<file path="config.mk">
export PLATFORM = sky130hd
export DESIGN_NAME = glitch_sequencer
export DESIGN_NICKNAME = d
export VERILOG_FILES = /design/src/rtl/glitch_sequencer.sv
export SDC_FILE = /design/constraint.sdc
export NUM_CORES = 1
export LEC_CHECK = 0
export CAP_MARGIN = 25
export CORE_UTILIZATION = 65
export CTS_CLUSTER_DIAMETER = 200
export DETAILED_ROUTE_END_ITERATION = 16
export PLACE_DENSITY_LB_ADDON = 0.1
export SLEW_MARGIN = 20
export SYNTH_ARGS = -nofsm -noshare
export SYNTH_HDL_FRONTEND = slang
export SYNTH_SLANG_ARGS = --single-unit
</file>
<file path="constraint.sdc">
create_clock -name clk -period 14.7 [get_ports clk]
set_clock_uncertainty 0.05 [all_clocks]
set_input_delay 1.47 -clock clk [delete_from_list [all_inputs] [get_ports clk]]
set_output_delay 1.47 -clock clk [all_outputs]
set_load 0.02 [all_outputs]
</file>
<file path="src/rtl/glitch_sequencer.sv">
// Trigger-armed multi-channel glitch pulse sequencer sharing one timebase.
// Define GLITCH_REPEAT_EN to add the repeat_n input for back-to-back runs.
module glitch_sequencer #(
  parameter int unsigned         CHANNELS    = 2,
  parameter int unsigned         CNT_W       = 16,
  parameter int unsigned         SYNC_STAGES = 2,
  parameter int unsigned         HOLDOFF     = 100,
  parameter logic [CHANNELS-1:0] IDLE_LEVEL  = '0
) (
  input  logic                      clk,
  input  logic                      rst_n,
  input  logic                      trig,
  input  logic                      arm,
  input  logic                      abort,
  input  logic [CHANNELS*CNT_W-1:0] offset,
  input  logic [CHANNELS*CNT_W-1:0] width,
`ifdef GLITCH_REPEAT_EN
  input  logic [7:0]                repeat_n,
`endif
  output logic [CHANNELS-1:0]       out,
  output logic                      busy,
  output logic                      done,
  output logic [7:0]                fired
);

  localparam int unsigned HOLD_W = (HOLDOFF > 1) ? $clog2(HOLDOFF) : 1;

  typedef enum logic [1:0] {
    S_IDLE,
    S_ARMED,
    S_RUN,
    S_HOLD
  } state_t;

  state_t                    r_state;
  state_t                    w_state_nx;
  logic [SYNC_STAGES-1:0]    r_sync;
  logic                      r_trig_d;
  logic                      r_edge;
  logic [CHANNELS*CNT_W-1:0] r_off_sh;
  logic [CHANNELS*CNT_W-1:0] r_wid_sh;
  logic [CNT_W:0]            r_t;
  logic [CNT_W:0]            w_t_nx;
  logic [HOLD_W-1:0]         r_hold;
  logic [HOLD_W-1:0]         w_hold_nx;
  logic [CHANNELS-1:0]       r_out;
  logic                      r_done;
  logic [7:0]                r_fired;
  logic [CNT_W:0]            w_end [CHANNELS];
  logic [CNT_W:0]            w_span;
  logic [CHANNELS-1:0]       w_active;
  logic                      w_run_end;
  logic                      w_more;
  logic                      w_latch;
  logic                      w_finish;

`ifdef GLITCH_REPEAT_EN
  logic [7:0] r_rep;
  logic [7:0] w_rep_nx;

  assign w_more = (r_rep != '0);
`else
  assign w_more = 1'b0;
`endif

  // Edge flag is registered so the FSM reacts SYNC_STAGES+1 edges after sampling.
  always_ff @(posedge clk or negedge rst_n) begin
    if (!rst_n) begin
      r_sync   <= '0;
      r_trig_d <= 1'b0;
      r_edge   <= 1'b0;
    end else begin
      r_sync   <= {r_sync[SYNC_STAGES-2:0], trig};
      r_trig_d <= r_sync[SYNC_STAGES-1];
      r_edge   <= r_sync[SYNC_STAGES-1] & ~r_trig_d;
    end
  end

  // Window ends and span use one extra bit so offset+width never wraps.
  always_comb begin
    w_span   = '0;
    w_active = '0;
    for (int unsigned i = 0; i < CHANNELS; i++) begin
      w_end[i] = {1'b0, r_off_sh[i*CNT_W +: CNT_W]} + {1'b0, r_wid_sh[i*CNT_W +: CNT_W]};
      if ((r_wid_sh[i*CNT_W +: CNT_W] != '0) && (w_end[i] > w_span)) begin
        w_span = w_end[i];
      end
      w_active[i] = ({1'b0, r_off_sh[i*CNT_W +: CNT_W]} <= r_t) && (r_t < w_end[i]);
    end
    w_run_end = (w_span == '0) || (r_t == (w_span - 1'b1));
  end

  always_ff @(posedge clk or negedge rst_n) begin
    if (!rst_n) begin
      r_state <= S_IDLE;
    end else begin
      r_state <= w_state_nx;
    end
  end

  always_comb begin
    w_state_nx = r_state;
    w_t_nx     = r_t;
    w_hold_nx  = r_hold;
    w_latch    = 1'b0;
    w_finish   = 1'b0;
`ifdef GLITCH_REPEAT_EN
    w_rep_nx   = r_rep;
`endif
    if (abort) begin
      w_state_nx = S_IDLE;
    end else begin
      case (r_state)
        S_IDLE: begin
          if (arm) w_state_nx = S_ARMED;
        end
        S_ARMED: begin
          if (r_edge) begin
            w_state_nx = S_RUN;
            w_latch    = 1'b1;
            w_t_nx     = '0;
          end
        end
        S_RUN: begin
          if (w_run_end) begin
            w_t_nx = '0;
            if (w_more) begin
`ifdef GLITCH_REPEAT_EN
              w_rep_nx = r_rep - 1'b1;
`endif
            end else begin
              w_state_nx = S_HOLD;
              w_finish   = 1'b1;
              w_hold_nx  = '0;
            end
          end else begin
            w_t_nx = r_t + 1'b1;
          end
        end
        S_HOLD: begin
          if (r_hold == HOLD_W'(HOLDOFF - 1)) begin
            w_state_nx = S_IDLE;
          end else begin
            w_hold_nx = r_hold + 1'b1;
          end
        end
        default: w_state_nx = S_IDLE;
      endcase
    end
  end

  always_ff @(posedge clk or negedge rst_n) begin
    if (!rst_n) begin
      r_off_sh <= '0;
      r_wid_sh <= '0;
      r_t      <= '0;
      r_hold   <= '0;
      r_out    <= IDLE_LEVEL;
      r_done   <= 1'b0;
      r_fired  <= '0;
`ifdef GLITCH_REPEAT_EN
      r_rep    <= '0;
`endif
    end else begin
      r_t    <= w_t_nx;
      r_hold <= w_hold_nx;
      r_done <= w_finish;
      if (w_latch) begin
        r_off_sh <= offset;
        r_wid_sh <= width;
      end
`ifdef GLITCH_REPEAT_EN
      if (w_latch) begin
        r_rep <= repeat_n;
      end else begin
        r_rep <= w_rep_nx;
      end
`endif
      if ((r_state == S_RUN) && !abort) begin
        r_out <= IDLE_LEVEL ^ w_active;
      end else begin
        r_out <= IDLE_LEVEL;
      end
      if (w_finish && (r_fired != 8'hFF)) begin
        r_fired <= r_fired + 1'b1;
      end
    end
  end

  assign out   = r_out;
  assign busy  = (r_state != S_IDLE);
  assign done  = r_done;
  assign fired = r_fired;

endmodule

</file>
==> results of run 1 <==
==> synthesized netlist by cell type, types with 21 or more instances <==
cell type / count
inv_1: 68
o21ai_0: 25
a21o_1: 53
mux2_2: 67
dfrtp_1: 105
a21oi_1: 43
clkbuf_1: 21
xnor2_1: 42
nor2_1: 33
nor3_1: 24
nand3_1: 39
ha_1: 123
nand4_1: 24
nand2_1: 52
==> cell type report <==
cell class	instances	area (sq um)	area share
multi-input cells	802	6470	0.604
flip-flops and latches	105	2630	0.245
repair buffers	85	840	0.0783
inverters	70	263	0.0245
clock buffers	10	229	0.0214
well taps	180	225	0.0210
clock inverters	6	62.6	0.00584
==> sequential cells by signal, summed over array words and instances, names as in the netlist, 2 cells and up <==
register and cells:
r_t 17, r_hold 7, fired 8, r_off_sh 32, r_state 2, r_sync 2
r_wid_sh 32, out 2
==> placed cells by master (no fill, tap or decap), types with 6 or more instances in the layout <==
cell,count
mux2i_1,13
mux2_2,67
nand4_1,24
xor2_1,8
a21o_1,53
nand2_1,52
and3_1,11
nor4_1,15
o22ai_1,8
nor2b_1,9
o21ai_1,6
o21ai_0,25
nand3_1,39
inv_1,68
dfrtp_1,105
o21a_1,20
and4_1,6
ha_1,123
clkbuf_16,9
a211oi_1,17
and2_1,9
xnor2_1,42
o41ai_1,7
or4_1,6
nor2_1,32
nand2b_1,14
a21oi_1,43
or3_1,11
clkdlybuf4s50_1,79
o211ai_1,14
or2_2,8
nor3_1,24
o31ai_1,6
==> metal layers <==
layer / up-vias / GRT usage
li1: 3939 / -
met2: 386 / 0.559
met5: - / 0
met1: 4012 / 0.512
met3: 79 / 0.0733
met4: 0 / 0.159
==> metrics by stage <==
| step | util | instances | instance area [sq um] | worst slack [ps] |
|---|---|---|---|---|
| 5_1_grt | 0.763 | 1258 | 10700 | 5560 |
| 2_1_floorplan | - | 1011 | 9500 | 7820 |
| 4_1_cts | 0.762 | 1257 | 10700 | 6320 |
| 3_3_place_gp | 0.741 | 1241 | 10400 | 6490 |
| 6_report | 0.763 | 1258 | 10700 | 6110 |
| 3_5_place_dp | 0.741 | 1241 | 10400 | 6370 |
==> worst max-delay path by stage <==
stage / start / end / cells after the start
final: r_wid_sh[0] / r_hold[1] / 27
after detailed placement: r_wid_sh[0] / r_hold[1] / 27
after global placement: r_off_sh[16] / r_hold[1] / 24
after CTS: r_wid_sh[0] / r_hold[1] / 27
after floorplan: r_off_sh[1] / fired[1] / 28
after global routing: r_off_sh[16] / r_hold[1] / 24
==> cell families (layout without fill, tap and decap cells) <==
group / Yosys count / in the layout
AO/OA/AOI/OAI: 267 / 267
XOR/XNOR: 53 / 53
adder cells (fa/ha/maj): 125 / 125
buffers and inverters: 104 / 171
flip-flops: 105 / 105
multiplexers: 81 / 81
AND/OR/NAND/NOR: 276 / 276
==> impl_metrics.env, run 1 <==
export IMPL_dp_hpwl_microns=20900
export IMPL_cpPeakStageDelay_ps=880
export IMPL_ys_flop_type="dfrtp_1"
export IMPL_yosysSeqAreaShare=0.277
export IMPL_antennaDiodeCount=0
export IMPL_io_pins=81
export IMPL_vias=8416
export IMPL_grt_pass1_wl_microns=42100
export IMPL_synth_top_family_by_area="compound AO/OA/AOI/OAI gates"
export IMPL_fp_dieW_microns=123
export IMPL_wl_per_cell_microns=21.3
export IMPL_track_usage=0.369
export IMPL_firstDrtPassIters=11
export IMPL_clk_pin_slew_worst_paths_ps=80
export IMPL_synthSimpleGateAreaFrac=0.157
export IMPL_worst_pin_slew_ps=1050
export IMPL_route_detailed_drc=0
export IMPL_holdPathStages=0
export IMPL_timing_slew_headroom=0.303
export IMPL_synth_top_cell_by_area="dfrtp_1"
export IMPL_ys_types=81
export IMPL_maxCapViolations=0
export IMPL_cts_buffer_depth=2
export IMPL_finalCritPeriodShare=0.584
export IMPL_clock_sinks=105
export IMPL_ctsResizeCount=0
export IMPL_muxShareOfSynthArea=0.0943
export IMPL_hold_viol_final=0
export IMPL_wl_met2_microns=11800
export IMPL_yosys_top_cells_area="dfrtp_1, ha_1, mux2_2"
export IMPL_fp_dieH_microns=123
export IMPL_final_layout_size_suffix_gt1_frac=0.110
export IMPL_start_util=0.677
export IMPL_reg2reg_from="r_wid_sh[0]"
export IMPL_drtIter0Drc=898
export IMPL_max_freq_mhz=116
export IMPL_clk_latency_ps=370
export IMPL_rsz0062_at_grt="false"
export IMPL_slew_viol_final=0
export IMPL_cp_max_fo=26
export IMPL_timing_final_crit_period_ps=8590
export IMPL_ant_nets=0
export IMPL_synthDominantCellAreaShare=0.277
export IMPL_synth_compound_area_frac=0.211
export IMPL_ctsRootBufferMaster="clkbuf_16"
export IMPL_setup_viol=0
export IMPL_cts_hold_buf=0
export IMPL_synthAdderAreaFrac=0.166
export IMPL_worstHoldEndpoint="r_sync[1]"
export IMPL_num_rows=43
export IMPL_start_kind="register"
export IMPL_viasPerCell=6.69
export IMPL_cp_arrival_ps=8830
export IMPL_route_met3_wl_microns=2210
export IMPL_drt_wl_total_microns=26700
export IMPL_die_area_sq_um=15100
export IMPL_worstPathRequired_ps=14940
export IMPL_syn_avg_cell_area_sq_um=9.40
export IMPL_synthXorXnorAreaFrac=0.0520
export IMPL_timing_setup_tns_ps=0
export IMPL_overflow=0
export IMPL_syn_to_final_growth_pct=12.8
export IMPL_cp_end_kind="register"
export IMPL_synthArstFlopShare=1.00
export IMPL_r2r_cells=27
export IMPL_cts_max_level=3
export IMPL_synth_cells=1011
export IMPL_min_path_type="register to register"
export IMPL_antenna_found_initial=0
export IMPL_grt_max_degree=58
export IMPL_path_class="register to register"
export IMPL_grt_pass1_vias=7949
export IMPL_path_delay_family="compound AO/OA/AOI/OAI gates"
export IMPL_cts_tree="built"
export IMPL_hold_start="r_sync[0]"
export IMPL_regToRegSetupSlack_ps=6110
export IMPL_place_gp_congestion=1.02
export IMPL_crit_buf_inv=1
export IMPL_critPathMostFrequentCell="ha_1"
export IMPL_syn_nets=1205
export IMPL_portBuffers=80
export IMPL_outcome="finished, final reports clean"
export IMPL_layout_nets=1267
export IMPL_synth_edf_count=0
export IMPL_fillers=983
export IMPL_ys_seq_elements=105
export IMPL_top_layer="met4"
export IMPL_holdWs_ps=315
export IMPL_drt_met1_wl_microns=11800
export IMPL_yosysWarnings=0
export IMPL_slowest_stage="a211o_1"
export IMPL_reg2reg_to="r_hold[1]"
export IMPL_postCtsSetupBuffers=0
export IMPL_synth_area_sq_um=9500
export IMPL_coreArea_sq_um=14000
export IMPL_cts_made_buffers=9
Power of run 1 is left out: the tool's default activity adds up to more than one toggle a clock period on the data nets, which glitch-free logic cannot reach.
==> run 2: changes to the inputs <==
Settings changed: CORE_UTILIZATION 65 to 54.
Clock period 14.7 ns to 7.9 ns, I/O delays scaled along.
==> impl_metrics.env, run 2 (synthesized netlist as in run 1, its figures left out) <==
export IMPL_route_detailed_drc=0
export IMPL_ctsRootBufferMaster="clkbuf_16"
export IMPL_worst_pin_slew_ps=828
export IMPL_outcome="finished, final reports clean"
export IMPL_firstDrtPassIters=5
export IMPL_start_kind="register"
export IMPL_cts_max_level=3
export IMPL_num_rows=48
export IMPL_timing_setup_tns_ps=0
export IMPL_cp_arrival_ps=7620
export IMPL_coreArea_sq_um=17200
export IMPL_setup_viol=0
export IMPL_slew_viol_final=0
export IMPL_viasPerCell=6.20
export IMPL_io_pins=81
export IMPL_cts_buffer_depth=2
export IMPL_place_gp_congestion=0.956
export IMPL_min_path_type="register to register"
export IMPL_worstPathRequired_ps=8150
export IMPL_clk_latency_ps=370
export IMPL_final_cell_mix="ha_1, dfrtp_1, clkdlybuf4s50_1"
export IMPL_timing_slew_headroom=0.447
export IMPL_cts_tree="built"
export IMPL_fp_dieW_microns=135
export IMPL_grt_pass1_wl_microns=40300
export IMPL_timing_final_crit_period_ps=7370
export IMPL_portBuffers=80
export IMPL_overflow=0
export IMPL_rsz0062_at_grt="false"
export IMPL_clk_pin_slew_worst_paths_ps=80
export IMPL_grt_pass1_vias=7437
export IMPL_fp_dieH_microns=135
export IMPL_cts_made_buffers=9
export IMPL_antenna_found_initial=0
export IMPL_cp_end_kind="register"
export IMPL_die_area_sq_um=18100
export IMPL_final_layout_size_suffix_gt1_frac=0.113
export IMPL_final_common_cell="ha_1"
export IMPL_wl_per_cell_microns=19.6
export IMPL_ant_nets=0
export IMPL_syn_to_final_growth_pct=13.6
export IMPL_path_class="register to register"
export IMPL_reg_top3="r_off_sh (32), r_wid_sh (32), r_t (17)"
export IMPL_hold_viol_final=0
export IMPL_finalCritPeriodShare=0.933
export IMPL_postCtsSetupBuffers=0
export IMPL_cp_max_fo=15
export IMPL_drt_wl_total_microns=25600
export IMPL_clock_sinks=105
export IMPL_vias=8100
export IMPL_track_usage=0.288
export IMPL_grt_max_degree=67
export IMPL_start_util=0.551
export IMPL_dp_hpwl_microns=20200
export IMPL_maxCapViolations=0
export IMPL_max_freq_mhz=136
export IMPL_layout_nets=1270
export IMPL_drtIter0Drc=662
export IMPL_antennaDiodeCount=0
[run 2: changes by cell type in the layout (fill, tap and decap cells not counted), sizes merged]
cell | before | now
buf | 6 | 9
inv | 76 | 73
clkinv | 0 | 2
clkinvlp | 0 | 1
[run 2: final timing paths]
check / endpoint / from / depth (start not counted) / slack (ps)
worst max-delay path: r_hold[1] / r_off_sh[16] / 24 / 530
worst min-delay path: r_sync[1] / r_sync[0] / 0 / 310
worst max register to register: r_hold[1] / r_off_sh[16] / 24 / 530
worst min register to register: r_sync[1] / r_sync[0] / 0 / 310
max in group asynchronous: r_wid_sh[26] / rst_n / 2 / 6180
min in group asynchronous: r_wid_sh[4] / rst_n / 1 / 370
[run 2: through the flow]
stage                     utilization  hold slack [ps]  setup WS, ps  std cells  cell area [sq um]
after floorplan                     -              281          1020       1011               9500
after global placement          0.609              292           693       1290              10500
after detailed placement        0.609              286           525       1290              10500
after CTS                       0.626              313           484       1306              10800
after global routing            0.626              325          2.19       1306              10800
final                           0.626              309           527       1306              10800
[run 2: layout make-up]
class,instances,area (sq um)
repair buffers,88,858
fillers,1473,6450
well taps,225,282
inverters,70,263
clock buffers,10,229
clock inverters,6,61.3
flip-flops and latches,105,2630
multi-input cells,802,6470
[run 2: metal layers]
layer	track usage	routed length, microns	vias to the layer above	part of all wire
li1	-	-	3938	-
met1	0.424	12500	3885	0.49
met2	0.439	11300	240	0.44
met3	0.0349	1290	37	0.050
met4	0.0918	580	0	0.023
met5	0	0	-	0
[run 2: timing repair]
action / CTS / global route
hold buffers: 0 / 0
endpoints found under the hold margin: 0 / 0
resized for setup: 0 / 1
endpoints found under the setup margin: 0 / 12
[run 2: critical path, stage by stage (launching register included)]
cell and delay (ps):
dfrtp_1 400, ha_1 240, fa_1 500, a211oi_2 310, o211ai_2 190, a211oi_2 270, a21oi_1 190, o311ai_0 330
nand2b_1 230, ha_1 360, a21oi_1 140, o21ai_0 150, a2111oi_2 420, a211o_1 230, mux2i_1 350, ha_1 350
nand3_1 100, o2bb2ai_1 230, a2bb2oi_1 90, or4_1 570, a2111oi_4 270, o2111ai_4 290, nand2_1 450, and2_1 360
mux2i_1 210
Power of run 2 is left out for the same reason.
